<file path="src/rtl/intr_ctrl_pkg.sv">
// Shared definitions for the interrupt controller: register map, FSM encoding
// and STATUS field layout.
package intr_ctrl_pkg;

    localparam logic [1:0] ADDR_ENABLE  = 2'd0;
    localparam logic [1:0] ADDR_EDGE    = 2'd1;
    localparam logic [1:0] ADDR_PENDING = 2'd2;
    localparam logic [1:0] ADDR_STATUS  = 2'd3;

    typedef enum logic [1:0] {
        StIdle    = 2'd0,
        StReq     = 2'd1,
        StService = 2'd2
    } state_e;

    localparam int unsigned STATUS_REQ_BIT   = 0;
    localparam int unsigned STATUS_INSVC_BIT = 1;
    localparam int unsigned STATUS_CAUSE_LSB = 8;

endpackage

</file>
<file path="src/rtl/irq_prio_enc.sv">
// Combinational lowest-index-wins priority encoder for the interrupt request vector.
module irq_prio_enc #(
    parameter int unsigned N_SRC = 8,
    parameter int unsigned ID_W  = 5
) (
    input  logic [N_SRC-1:0] req_vec,
    output logic [ID_W-1:0]  id,
    output logic             valid
);

    // Scan downwards so the lowest set index is the last one written.
    always_comb begin
        id = '0;
        for (int i = int'(N_SRC) - 1; i >= 0; i--) begin
            if (req_vec[i]) begin
                id = ID_W'(i);
            end
        end
    end

    assign valid = |req_vec;

endmodule

</file>
<file path="src/rtl/intr_ctrl.sv">
// Multi-source interrupt controller: synchronises, latches and masks N_SRC lines,
// arbitrates by fixed priority and runs the CPU intr/inta/eoi handshake.
module intr_ctrl
    import intr_ctrl_pkg::*;
#(
    parameter int unsigned N_SRC = 8,
    parameter int unsigned ID_W  = 5
) (
    input  logic             clk,
    input  logic             clrn,
    input  logic [N_SRC-1:0] irq_src,
    output logic             intr,
    input  logic             inta,
    output logic [ID_W-1:0]  cause,
    input  logic             eoi,
    input  logic             cfg_we,
    input  logic [1:0]       cfg_addr,
    input  logic [31:0]      cfg_wdata,
    output logic [31:0]      cfg_rdata
);

    logic [N_SRC-1:0] s1_q, s2_q, prev_q;
    logic [N_SRC-1:0] enable_q, edge_q, pending_q, pending_d;
    logic [N_SRC-1:0] req_vec, cause_oh, ack_clr, w1c_clr, rise;
    logic [ID_W-1:0]  win_id, cause_q;
    logic             win_valid, intr_q;
    state_e           state_q;

    assign req_vec  = pending_q & enable_q;
    assign cause_oh = N_SRC'(1) << cause_q;
    assign rise     = s2_q & ~prev_q;
    assign ack_clr  = (state_q == StReq && inta) ? cause_oh : '0;
    assign w1c_clr  = (cfg_we && cfg_addr == ADDR_PENDING) ? cfg_wdata[N_SRC-1:0] : '0;

    // Edge sources: a new edge wins over any clear in the same cycle.
    assign pending_d = (edge_q & (rise | (pending_q & ~(ack_clr | w1c_clr))))
                     | (~edge_q & s2_q);

    irq_prio_enc #(
        .N_SRC (N_SRC),
        .ID_W  (ID_W)
    ) u_prio_enc (
        .req_vec (req_vec),
        .id      (win_id),
        .valid   (win_valid)
    );

    always_ff @(posedge clk or negedge clrn) begin
        if (!clrn) begin
            s1_q      <= '0;
            s2_q      <= '0;
            prev_q    <= '0;
            enable_q  <= '0;
            edge_q    <= '0;
            pending_q <= '0;
        end else begin
            s1_q      <= irq_src;
            s2_q      <= s1_q;
            prev_q    <= s2_q;
            pending_q <= pending_d;
            if (cfg_we && cfg_addr == ADDR_ENABLE) begin
                enable_q <= cfg_wdata[N_SRC-1:0];
            end
            if (cfg_we && cfg_addr == ADDR_EDGE) begin
                edge_q <= cfg_wdata[N_SRC-1:0];
            end
        end
    end

    always_ff @(posedge clk or negedge clrn) begin
        if (!clrn) begin
            state_q <= StIdle;
            intr_q  <= 1'b0;
            cause_q <= '0;
        end else begin
            case (state_q)
                StIdle: begin
                    if (win_valid) begin
                        state_q <= StReq;
                        intr_q  <= 1'b1;
                        cause_q <= win_id;
                    end
                end
                StReq: begin
                    // Acknowledge beats withdrawal; cause stays frozen until one happens.
                    if (inta) begin
                        state_q <= StService;
                        intr_q  <= 1'b0;
                    end else if (!(|(req_vec & cause_oh))) begin
                        state_q <= StIdle;
                        intr_q  <= 1'b0;
                    end
                end
                StService: begin
                    if (eoi) begin
                        state_q <= StIdle;
                    end
                end
                default: begin
                    state_q <= StIdle;
                    intr_q  <= 1'b0;
                end
            endcase
        end
    end

    assign intr  = intr_q;
    assign cause = cause_q;

    always_comb begin
        cfg_rdata = '0;
        case (cfg_addr)
            ADDR_ENABLE:  cfg_rdata[N_SRC-1:0] = enable_q;
            ADDR_EDGE:    cfg_rdata[N_SRC-1:0] = edge_q;
            ADDR_PENDING: cfg_rdata[N_SRC-1:0] = pending_q;
            ADDR_STATUS: begin
                cfg_rdata[STATUS_REQ_BIT]             = (state_q == StReq);
                cfg_rdata[STATUS_INSVC_BIT]           = (state_q == StService);
                cfg_rdata[STATUS_CAUSE_LSB +: ID_W]   = cause_q;
            end
            default: cfg_rdata = '0;
        endcase
    end

endmodule
</file>
<file path="config.mk">
export PLATFORM = sky130hd
export DESIGN_NAME = intr_ctrl
export DESIGN_NICKNAME = d
export VERILOG_FILES = /design/src/rtl/intr_ctrl_pkg.sv /design/src/rtl/irq_prio_enc.sv /design/src/rtl/intr_ctrl.sv
export SDC_FILE = /design/constraint.sdc
export NUM_CORES = 1
export LEC_CHECK = 0
export CAP_MARGIN = 15
export CORE_UTILIZATION = 56
export DETAILED_ROUTE_END_ITERATION = 6
export DONT_BUFFER_PORTS = 1
export GPL_ROUTABILITY_DRIVEN = 0
export PLACE_DENSITY = 0.75
export SLEW_MARGIN = 25
export SYNTH_ARGS = -nofsm -noshare
export SYNTH_HDL_FRONTEND = slang
export SYNTH_SLANG_ARGS = --single-unit
export TNS_END_PERCENT = 20
</file>
<file path="constraint.sdc">
create_clock -name clk -period 1.55 [get_ports clk]
set_input_delay 0.31 -clock clk [delete_from_list [all_inputs] [get_ports clk]]
set_output_delay 0.31 -clock clk [all_outputs]
set_load 0.02 [all_outputs]
</file>
Word level (Yosys, flattened, before mapping)

Index checks and enable logic that the tools add are counted.

Flip-flop bits (word level): 56
Word-level logic and storage cells: 64

Eq/ne operators: 8
Shifts and indexed selects: 1
Muxes and demuxes: 22
Bitwise gates (word level): 13
Reductions and logical operators: 11

Operator list:

| operator                                                          | number |
|---|---|
| 8-bit AND                                                         | 6 |
| 3-bit 2-to-1 mux                                                  | 8 |
| 8-bit inverter                                                    | 3 |
| 8-bit OR                                                          | 3 |
| 6-bit one-hot mux with 3 select lines                             | 1 |
| 8-bit 2-to-1 mux                                                  | 2 |
| 8-bit OR reduction                                                | 2 |
| 2-bit 2-to-1 mux                                                  | 4 |
| 2-bit one-hot mux with 4 select lines                             | 1 |
| 1-bit by 5-bit << shifter with 8-bit output, first input constant | 1 |
| 2-bit == test, second input constant                              | 3 |
| 2-bit one-hot mux with 3 select lines                             | 1 |
| 3-bit AND reduction                                               | 2 |
| 5-bit 2-to-1 mux                                                  | 1 |
| 2-bit by 1-bit == test with 1-bit output, second input constant   | 2 |
| 1-bit logical AND                                                 | 4 |
| 2-bit zero test                                                   | 2 |
| 1-bit 2-to-1 mux                                                  | 3 |
| 3-bit != test, second input constant                              | 1 |
| 1-bit one-hot mux with 3 select lines                             | 1 |
| 2-bit by 1-bit != test with 1-bit output, second input constant   | 1 |
| 2-bit != test, second input constant                              | 1 |
| 2-bit AND reduction                                               | 1 |
| 1-bit inverter                                                    | 1 |

Longest topological paths before layout

Gate-level depths: netlist (run 1).

Word-level depth: 9
Gate-level depth with buffers: 6
Depth with buffers taken out: 4

Cells and area by module

From an unflattened synthesis (run 1), not the netlist that was laid out.

Cells, all modules: 215
Area, all modules: 2628.8 µm²

By module, submodules not included:

| module       | times used | cells each | area an instance (µm²) | sequential area each (µm²) |
|---|---|---|---|---|
| intr_ctrl    | 1          | 199        | 2528.7                 | 1401.3 |
| irq_prio_enc | 1          | 16         | 100.1                  | 0.0 |

Worst setup path after synthesis (run 1)

OpenSTA, ideal clock, no wires.

Path type: input -> output
Start: in cfg_addr[0]
End: out cfg_rdata[1]
Arrival: 1.115 ns
Required time: 1.240 ns
Path slack: 0.125 ns
Cell stages on the path: 2
Path buffers: 1
Cell sequence: buf_4 > mux4_1

Cells in the longest elaborated chain, start to end: 2
Elaborated cells on any way between the ends: 5
Those cells by class: eq/ne (3); mux (1); reduce/logical (1)

RTL lines:

| what                                      | RTL line         | source |
|---|---|---|
| start, declared                           | intr_ctrl.sv:17  | `input logic [1:0] cfg_addr,` |
| 2-bit == test (tied with other cells)     | intr_ctrl.sv:112 | `case (cfg_addr)` |
| 2-bit one-hot mux with 4 select lines (*) | intr_ctrl.sv:112 |  |
| end, declared                             | intr_ctrl.sv:19  | `output logic [31:0] cfg_rdata` |

Every way passes the cells marked *; elsewhere a longest branch is shown, timed or not.

Worst setup path in the final report (run 1)

Start: reg state_q[1]
End: out cfg_rdata[1]

Cells in the longest elaborated chain, start to end: 2

RTL lines:

| what                                  | RTL line         | source |
|---|---|---|
| start, declared                       | intr_ctrl.sv:27  | `state_e state_q;` |
| start signal, assigned                | intr_ctrl.sv:72  | `state_q <= StIdle;` |
| start signal, assigned                | intr_ctrl.sv:79  | `state_q <= StReq;` |
| start signal, assigned                | intr_ctrl.sv:87  | `state_q <= StService;` |
| 2-bit == test                         | intr_ctrl.sv:118 | `cfg_rdata[STATUS_INSVC_BIT] = (state_q == StService);` |
| 2-bit one-hot mux with 4 select lines | intr_ctrl.sv:112 |  |

No other way between the ends.

==> summary.md, run 1 <==
| Metric | Value |
|---|---|
| Outcome | complete, but fails checks |
| Failing checks | negative hold slack, negative setup slack |
| # rows | 24 |
| Endpoints failing setup | 3 |
| Mapped Area | ~2500 um2 |
| Finished Cell Area | between 2000 and 3000 um2 |
| DRT antenna net count | 0 |
| RSZ-0062 raised after global routing | yes |
| Ys Warns | 0 |
| Worst Path Arrival | between 1 and 1.5 ns |
| Setup slack after layout | -0.148 ns |
| Max Freq | roughly 0.59 GHz |
| Pins Over Slew Limit | 0 |
| Io pins | 85 |
| CP Class | flip-flop to output port |
| Share of cells above drive strength 1 | between 20% and 30% |
| Antenna Cells | 0 |
| CTS clock-pin slew for the worst setup and hold paths | 0.09 ns |
| Largest net degree at the start of global routing | 55 |
| CTS tree | done |
| Share of the synthesized area in the top cell type | 53.7% |
| Max VDD drop | 0.721 mV |
| Crit end category | output port |
| Post-Route Utilization | a little under two thirds |
| Vias per cell | 5.93 |
| Count of input and output buffers | 0 |
| Final hold slack | -0.310 ns |
| Worst Path Max Fanout | 3 |
| Largest cells by area after synthesis | dfrtp_1 (54%), buf_4 (7.8%), mux2_1 (6.3%), nand2_1 (4.8%), mux2i_1 (2.4%) |
| Final Hold Fails | 54 |
| Reg2Reg Depth | 4 |
| Final clock skew | roughly 0.0067 ns |
| CTS sink count | 54 |
| DRT iter0 DRCs | between 80 and 90 |
| Tot GR Track Use | between 20% and 30% |
| Placement Cell Area | 2610 um2 |
| Via count | between 1500 and 2000 |
| Yosys reg bits | between 50 and 60 |
| Ys async rst share | 100% |
| WL final | 4990 um |
| Starting Density | about three fifths |
| Syn Area/Cell | 11.8 um2 |
| Root buf cell | clkbuf_8 |
| Overflow after GRT | 0 |
| First-pass GRT wire length | ~8400 um |
| WL/cell | approximately 17 um |
| CP startpoint kind | flip-flop |
| Post-synthesis instance total | 213 |
| Initial DRT Pass Iterations | 4 |
| Vias in the first global route | ~1700 |
| Max Cap Viol | 0 |
| Final Critical Period | 1.70 ns |
| Die W | roughly 69 um |
| Worst r2r dst | intr$_DFFE_PN0P_ |
| Power Density | between 1000 and 1500 nW/um2 |
| CP Data Required Time | between 1 and 1.5 ns |
| Area growth syn-to-layout | 9.54% |
| Final period utilization | 110% |
| Primary FF master, synth | dfrtp_1 |
| DP HPWL | about 3500 um |
| P_leak | around 1.3 nW |
| CTS max path bufs | 2 |
| Die H | just under 70 um |
| Total CTS buffers | 5 |
| CTS H-tree depth | 2 |
| Hold Path Class | primary input to asynchronous set/reset pin |
| Later-pin clock latency in the skew report | around 0.30 ns |
| Yosys top cell by area | dfrtp_1 |
| Post-synthesis cell type count | 45 |
| Final-stage net count | roughly 280 |
| Remaining DRCs | 0 |
| Worst R2R Start | pending_q[5]$_DFF_PN0_ |
| Worst R2R Setup Slack | -0.01 ns |
| Post-synth EDFFs | 0 |
| Sequential-to-total area share from yosys stat | between 50% and 60% |
| Die Area | between 4000 and 5000 um2 |
| Core footprint | about 4300 um2 |
| Antenna violations before repair | 0 |
## critical path, cell delays in order (launching register included)
cell and delay (ns):
dfrtp_1 0.41, nor2b_4 0.13, mux4_2 0.54
## through the flow
step / setup TNS [ns] / power [W] / setup WS, ns / instances / hold slack, ns
global route: -0.539 / 0.00436 / -0.186 / 289 / -0.328
global placement: 0 / 0.00319 / 0.0623 / 279 / 0.0157
detailed placement: 0 / 0.00323 / 0.00344 / 279 / 0.0155
floorplan: 0 / 0.00285 / 0.125 / 235 / 0.0144
CTS: -0.353 / 0.00404 / -0.173 / 288 / -0.319
finish: -0.301 / 0.00410 / -0.148 / 289 / -0.310
## where the power goes
part,switching (W),total [W],internal [W]
Clock,0.000415,0.000776,0.000361
Sequential,0.000278,0.00192,0.00164
Combinational,0.000746,0.00141,0.000660
Total,0.00144,0.00410,0.00266
## registers in the layout, indices dropped and copies added, names as in the netlist
register,count
edge_q,8
enable_q,8
pending_q,8
prev_q,8
s1_q,8
s2_q,8
cause,3
state_q,2
intr,1
## placed cells by master (no fill, tap or decap), drive strengths merged, types with 2 or more instances in the layout
master / synthesis / routed
conb: 1 / 23
nand4b: 2 / 2
nand2: 32 / 32
nand3: 3 / 3
dfrtp: 54 / 54
mux4: 2 / 2
mux2: 16 / 16
nand3b: 2 / 2
nor2: 5 / 5
inv: 2 / 2
a21o: 6 / 6
or2: 2 / 2
o31ai: 2 / 2
a21boi: 2 / 2
a22o: 6 / 6
o41ai: 2 / 2
a21oi: 4 / 4
nor2b: 4 / 4
and3: 4 / 4
mux2i: 6 / 6
o21ai: 10 / 10
clkbuf: 1 / 7
buf: 28 / 23
a221oi: 6 / 6
## synthesized netlist by cell type, types with 3 or more instances
master,number
buf_4,26
nand2_1,32
dfrtp_1,54
nand3_1,3
nor2b_1,3
mux2i_1,6
a22o_1,4
nor2_1,5
mux2_1,14
a221oi_1,6
a21oi_1,4
a21o_1,6
and3_1,4
o21ai_1,9
## cell families (layout without fill, tap and decap cells)
| kind of cell | after synthesis | count (layout) | share of synthesized area (%) |
|---|---|---|---|
| flops | 54 | 54 | 53.7 |
| simple gates | 58 | 58 | 11.8 |
| buf+inv | 31 | 33 | 8.60 |
| other cells | 1 | 23 | 0.149 |
| compound gates | 45 | 45 | 14.3 |
| mux | 24 | 24 | 11.5 |
## layer usage
metal	global-route usage (%)	up-vias	routed length, um
met5	0	-	0
met4	7.94	0	84
met3	5.56	13	310
met2	35.9	68	2470
met1	31.2	864	2130
li1	-	768	-
## worst max-delay path by stage
stage | startpoint | end | slack [ns] | cells after the start
global route | state_q[0]$_DFFE_PN0P_ | cfg_rdata[0] | -0.19 | 2
finish | state_q[1]$_DFFE_PN0P_ | cfg_rdata[1] | -0.15 | 2
CTS | state_q[1]$_DFFE_PN0P_ | cfg_rdata[1] | -0.17 | 2
global placement | cause[0]$_DFFE_PN0P_ | state_q[0]$_DFFE_PN0P_ | 0.06 | 4
floorplan | cfg_addr[0] | cfg_rdata[1] | 0.13 | 2
detailed placement | enable_q[1]$_DFFE_PN0P_ | intr$_DFFE_PN0P_ | 0.003 | 4
## timing repair
action                                  in CTS  in global routing
resized for setup                            3                 11
pin swaps                                    0                  1
endpoints found under the hold margin       54                 54
setup buffers                                1                  1
endpoints found under the setup margin       4                 12
## area by class of cell
| cell class | count | area (um2) |
|---|---|---|
| Clock buffer | 7 | 86.3 |
| Clock inverter | 1 | 5.00 |
| Fill cell | 350 | 1570 |
| Inverter | 2 | 7.51 |
| Multi-Input combinational cell | 150 | 1060 |
| Sequential cell | 54 | 1350 |
| Tap cell | 52 | 65.1 |
| Timing Repair Buffer | 23 | 176 |
Note: power is estimated with default switching activity, not from simulation.
==> inputs of run 2 (changes only) <==
- CORE_UTILIZATION: 56 -> 60
- PLACE_DENSITY: 0.75 -> 0.77
- clock period: 1.55 -> 2.01 ns (I/O delays scaled with it)
==> summary.md, run 2 (synthesis results as in run 1) <==
| Metric | Value |
|---|---|
| Most common cell after layout, fill and taps aside | dfrtp_1 |
| Fin cells | 267 (-7.6%) |
| CP bufs+invs | 0 (unchanged) |
| Antenna violations before repair | 0 (unchanged) |
| Total CTS buffers | 5 (unchanged) |
| Area growth syn-to-layout | 4.92% |
| Worst hold start | irq_src[0] |
| Setup slack after layout | 0.0773 ns (+0.226 ns) |
| Worst path cell trace | nor2b_1 > mux4_1 |
| Worst Path Max Fanout | 7 (+4) |
| Final Hold Fails | 0 (-100%) |
| Die W | 66.8 um (-3.3%) |
| Final-stage net count | 263 (-7.1%) |
| CTS tree | done |
| # rows | 23 (-4.2%) |
| P_leak | 1.21 nW (-5.8%) |
| Worst setup path start | state_q[1]$_DFFE_PN0P_ |
| Count of input and output buffers | 0 (unchanged) |
| CTS clock-pin slew for the worst setup and hold paths | 0.10 ns (about the same) |
| CTS sink count | 54 (unchanged) |
| CP peak stage delay | 0.60 ns (+0.06 ns) |
| Max Cap Viol | 0 (unchanged) |
| Endpoints failing setup | 0 (-3) |
| Max Freq | ~0.52 GHz |
| Initial DRT Pass Iterations | 4 (unchanged) |
| DP HPWL | 3520 um (-0.58%) |
| Hold_buf cts | 2 |
| Final Critical Period | approximately 1.9 ns |
| Root buf cell | clkbuf_8 |
| Share of cells above drive strength 1 | 8.76% (-13 points) |
| CP startpoint kind | flip-flop |
| Hold Path Class | primary input to flip-flop |
| Remaining DRCs | 0 (unchanged) |
| Pins Over Slew Limit | 0 (unchanged) |
| CTS H-tree depth | 2 (unchanged) |
| Later-pin clock latency in the skew report | 0.31 ns (about the same) |
| Worst Path Arrival | 1.53 ns (+0.14 ns) |
| RSZ-0062 raised after global routing | no |
| Largest net degree at the start of global routing | 55 (unchanged) |
| Vias in the first global route | 1621 (-5.2%) |
| Die Area | 4460 um2 (-6.5%) |
| Total power | 0.00326 W (-20%) |
| Crit end category | output port |
| CTS max path bufs | 2 (unchanged) |
| WL/cell | 18.5 um (+7.3%) |
| Power Density | 1240 nW/um2 (-17%) |
| Setup WS pre-CTS | 0.338 ns (+0.335 ns) |
| Cts repair resizes | 0 (-3) |
| Slew headroom | 59.7% |
| Core footprint | 4000 um2 (-7.5%) |
| CP Data Required Time | 1.61 ns (+0.37 ns) |
| CP Class | flip-flop to output port |
| Final clock skew | 0.00859 ns (+0.00192 ns) |
| Max VDD drop | 0.735 mV (+2.0%) |
| Outcome | finished, final reports clean |
| Tot GR Track Use | 25.4% (+2.5 points) |
| Final period utilization | a little over nine tenths |
| Layout fillers | 292 (-17%) |
| DRT antenna net count | 0 (unchanged) |
| Overflow after GRT | 0 (unchanged) |
| Slowest stage cell, crit path | mux4_1 |
| Setup total negative slack | 0 ns (+0.301 ns) |
| Via count | 1627 (-5.0%) |
| Most frequent cells in the layout | dfrtp_1 (54), nand2_1 (32), conb_1 (23) |
| Antenna Cells | 0 (unchanged) |
| Vias per cell | 6.09 (+2.8%) |
| First-pass GRT wire length | 8120 um (-3.8%) |
| Crit path max-delay family | multiplexers |
| Starting Density | 62.9% (+4.7 points) |
| Slew @ Worst Pin | approximately 0.6 ns |
| Placed Cells | 257 (-7.9%) |
| Worst R2R Start | cause[2]$_DFFE_PN0P_ |
| Post-CTS Setup Bufs | 0 (-1) |
| Final hold slack | 0.114 ns (+0.424 ns) |
| Die H | 66.8 um (-3.3%) |
| Io pins | 85 (unchanged) |
| DRT iter0 DRCs | 171 (+110%) |
| WL final | 4950 um (-0.86%) |
run 2: cell types whose count changed in the layout (fill, tap and decap cells not counted), sizes merged:
cell / before / now
clkbuf: 7 / 6
dlygate4sd3: 0 / 1
clkinv: 1 / 0
bufinv: 0 / 2
buf: 23 / 2
run 2: worst paths after layout:
kind,to,slack (ns),cells after the start
max,cfg_rdata[1],0.08,2
min reg2reg,s2_q[2]$_DFF_PN0_,0.36,0
max reg2reg,state_q[0]$_DFFE_PN0P_,0.30,4
min,s1_q[0]$_DFF_PN0_,0.11,0
min in group asynchronous,state_q[0]$_DFFE_PN0P_,0.58,2
max in group asynchronous,s1_q[3]$_DFF_PN0_,1.18,2
run 2: cell type report:
cell class	count	area (um2)	area share [%]
inverter	2	7.51	0.284
multi-input combinational	150	1030	39.1
tap	50	62.6	2.37
sequential	54	1350	51.2
clock inverter	2	60.1	2.27
timing repair buffer	3	45.0	1.71
clock buffer	6	82.6	3.13
run 2: worst register-to-register path, delay by kind of cell, from the launching register on:
family,cells,cell delay (ns)
simple gates,1,0.35
compound gates,3,0.64
flops,1,0.62
run 2: power breakdown:
group / total [W] / internal (W) / switching [W]
sequential: 0.00157 / 0.00126 / 0.000307
clock: 0.000876 / 0.000531 / 0.000345
combinational: 0.000820 / 0.000348 / 0.000472
total: 0.00326 / 0.00214 / 0.00112
run 2: metal layers:
metal	track usage [%]	routed length (um)	part of all wire, %	vias to the layer above
met1	32.5	2000	40	836
li1	-	-	-	720
met2	41.7	2570	52	62
met5	0	0	0	-
met3	6.85	303	6.1	9
met4	8.24	79	1.6	0
run 2: per-stage QoR:
| step | cell area (um2) | util (%) |
|---|---|---|
| 2_1_floorplan | 2600 | - |
| 3_3_place_gp | 2460 | 61.5 |
| 3_5_place_dp | 2460 | 61.5 |
| 4_1_cts | 2640 | 66.0 |
| 5_1_grt | 2640 | 66.0 |
| 6_report | 2640 | 66.0 |
==> inputs of run 3 (changes only) <==
- clock period: 2.01 -> 1.9 ns (I/O delays scaled with it)
==> summary.md, run 3 (synthesis results as in run 1) <==
| Metric | Value |
|---|---|
| CP Data Required Time | 1.52 ns (-0.09 ns) |
| CTS max path bufs | 2 (unchanged) |
| Final period utilization | between 90% and 100% |
| Vias in the first global route | 1558 (-3.9%) |
| WL final | 4770 um (-3.6%) |
| Post-CTS Setup Bufs | 0 (unchanged) |
| Slew @ Worst Pin | 0.536 ns (-0.0689 ns) |
| Tot GR Track Use | 24.1% (-1.3 points) |
| CTS sink count | 54 (unchanged) |
| Crit end category | output port |
| Area occupied by multi-input gates | 1030 um2 (-0.36%) |
| Most frequent cells in the layout | dfrtp_1 (53), nand2_1 (32), conb_1 (23) |
| Overflow after GRT | 0 (unchanged) |
| CP Class | flip-flop to output port |
| Core footprint | 4000 um2 (unchanged) |
| Pins Over Slew Limit | 0 (unchanged) |
| Total CTS buffers | 5 (unchanged) |
| Worst Path Max Fanout | 7 (unchanged) |
| Final clock skew | 0.00941 ns (+0.000820 ns) |
| Die Area | 4460 um2 (unchanged) |
| P_leak | 1.18 nW (-2.1%) |
| # rows | 23 (unchanged) |
| Antenna violations before repair | 0 (unchanged) |
| Remaining DRCs | 0 (unchanged) |
| Slowest stage cell, crit path | mux4_2 |
| DRT iter0 DRCs | 136 (-20%) |
| Worst Path Arrival | 1.49 ns (-0.04 ns) |
| Slew headroom | 64.3% (+4.6 points) |
| CTS tree | done |
| First-pass GRT wire length | 7820 um (-3.7%) |
| DP HPWL | 3380 um (-4.0%) |
| Root buf cell | clkbuf_8 |
| Most common cell after layout, fill and taps aside | dfrtp_1 |
| CP startpoint kind | flip-flop |
| Via count | 1607 (-1.2%) |
| Antenna Cells | 0 (unchanged) |
| WL/cell | 17.8 um (-4.0%) |
| Power Density | 1230 nW/um2 (-0.29%) |
| CTS H-tree depth | 2 (unchanged) |
| Starting Density | 62.9% (unchanged) |
| Final Hold Fails | 0 (unchanged) |
| Later-pin clock latency in the skew report | 0.32 ns (about the same) |
| Outcome | finished, final reports clean |
| Setup total negative slack | 0 ns (unchanged) |
| Setup slack after layout | 0.0342 ns (-0.0432 ns) |
| Max VDD drop | 0.609 mV (-17%) |
| Hold Path Class | primary input to flip-flop |
| Die H | 66.8 um (unchanged) |
| Largest net degree at the start of global routing | 55 (unchanged) |
| Die W | 66.8 um (unchanged) |
| Share of cells above drive strength 1 | 10.1% (+1.3 points) |
| Initial DRT Pass Iterations | 4 (unchanged) |
| Setup WS pre-CTS | 0.317 ns (-0.0210 ns) |
| DRT antenna net count | 0 (unchanged) |
| Endpoints failing setup | 0 (unchanged) |
| Worst path cell trace | nor2b_1 > mux4_2 |
| Max Freq | ~0.54 GHz |
| Vias per cell | 6.00 (-1.6%) |
| Storage cell area | 1350 um2 (about the same) |
| RSZ-0062 raised after global routing | no |
| Count of input and output buffers | 0 (unchanged) |
| Io pins | 85 (unchanged) |
| CP peak stage delay | 0.55 ns (-0.05 ns) |
| Final Critical Period | 1.87 ns |
| Layout fillers | 314 (+7.5%) |
| CTS clock-pin slew for the worst setup and hold paths | 0.10 ns (about the same) |
| Area growth syn-to-layout | 3.38% |
| Final hold slack | 0.0852 ns (-0.0283 ns) |
| Final-stage net count | 264 (+0.38%) |
| Max Cap Viol | 0 (unchanged) |
[run 3: cell type report]
cell class                      instances  share of cell area [%]
Sequential cell                        54                    52.0
Multi-Input combinational cell        150                    39.5
Clock buffer                            6                    3.17
Tap cell                               50                    2.40
Timing Repair Buffer                    4                    2.02
Clock inverter                          2                   0.625
Inverter                                2                   0.288
[run 3: power by group]
| group | leakage, nW | total (W) | switching [W] | internal, W |
|---|---|---|---|---|
| clock network | 0.0478 | 0.000684 | 0.000384 | 0.000300 |
| logic | 0.503 | 0.000872 | 0.000491 | 0.000381 |
| registers | 0.632 | 0.00165 | 0.000313 | 0.00134 |
[run 3: repair_timing]
item                                   4_1_cts  5_1_grt
resized for setup                            1        1
endpoints found under the hold margin       54        0
setup endpoints to repair                    1        1
hold buffers                                 2        0
cloned                                       0        0
[run 3: stage by stage]
stage | utilization (%) | instance area [um2] | power, W | cells
floorplan | - | 2600 | 0.00233 | 235
global placement | 61.7 | 2470 | 0.00245 | 258
detailed placement | 61.7 | 2470 | 0.00250 | 258
CTS | 65.0 | 2600 | 0.00321 | 268
global route | 65.1 | 2600 | 0.00339 | 268
finish | 65.1 | 2600 | 0.00321 | 268
[run 3: path summary, 6_finish.rpt]
check / startpoint / end / slack [ns] / depth (start not counted)
min in group asynchronous: clrn / edge_q[0]$_DFFE_PN0P_ / 0.57 / 2
hold / removal: irq_src[4] / s1_q[4]$_DFF_PN0_ / 0.09 / 0
max in group asynchronous: clrn / edge_q[3]$_DFFE_PN0P_ / 1.10 / 2
setup / recovery: state_q[1]$_DFFE_PN0P_ / cfg_rdata[1] / 0.03 / 2
setup reg to reg: enable_q[1]$_DFFE_PN0P_ / intr$_DFFE_PN0P_ / 0.29 / 4
hold reg to reg: s1_q[0]$_DFF_PN0_ / s2_q[0]$_DFF_PN0_ / 0.35 / 0
[run 3: critical path: cells and delay by family, from the launching register on]
kind / cells / cell delay (ns)
flip-flops: 1 / 0.46
AND/OR/NAND/NOR: 1 / 0.16
multiplexers: 1 / 0.55
[run 3: per-layer routing]
layer	global-route usage [%]	vias to the layer above	wire length, um
met5	0	-	0
met3	4.45	7	266
met2	37.9	56	2340
met4	9.31	0	63
met1	33.1	819	2100
li1	-	725	-
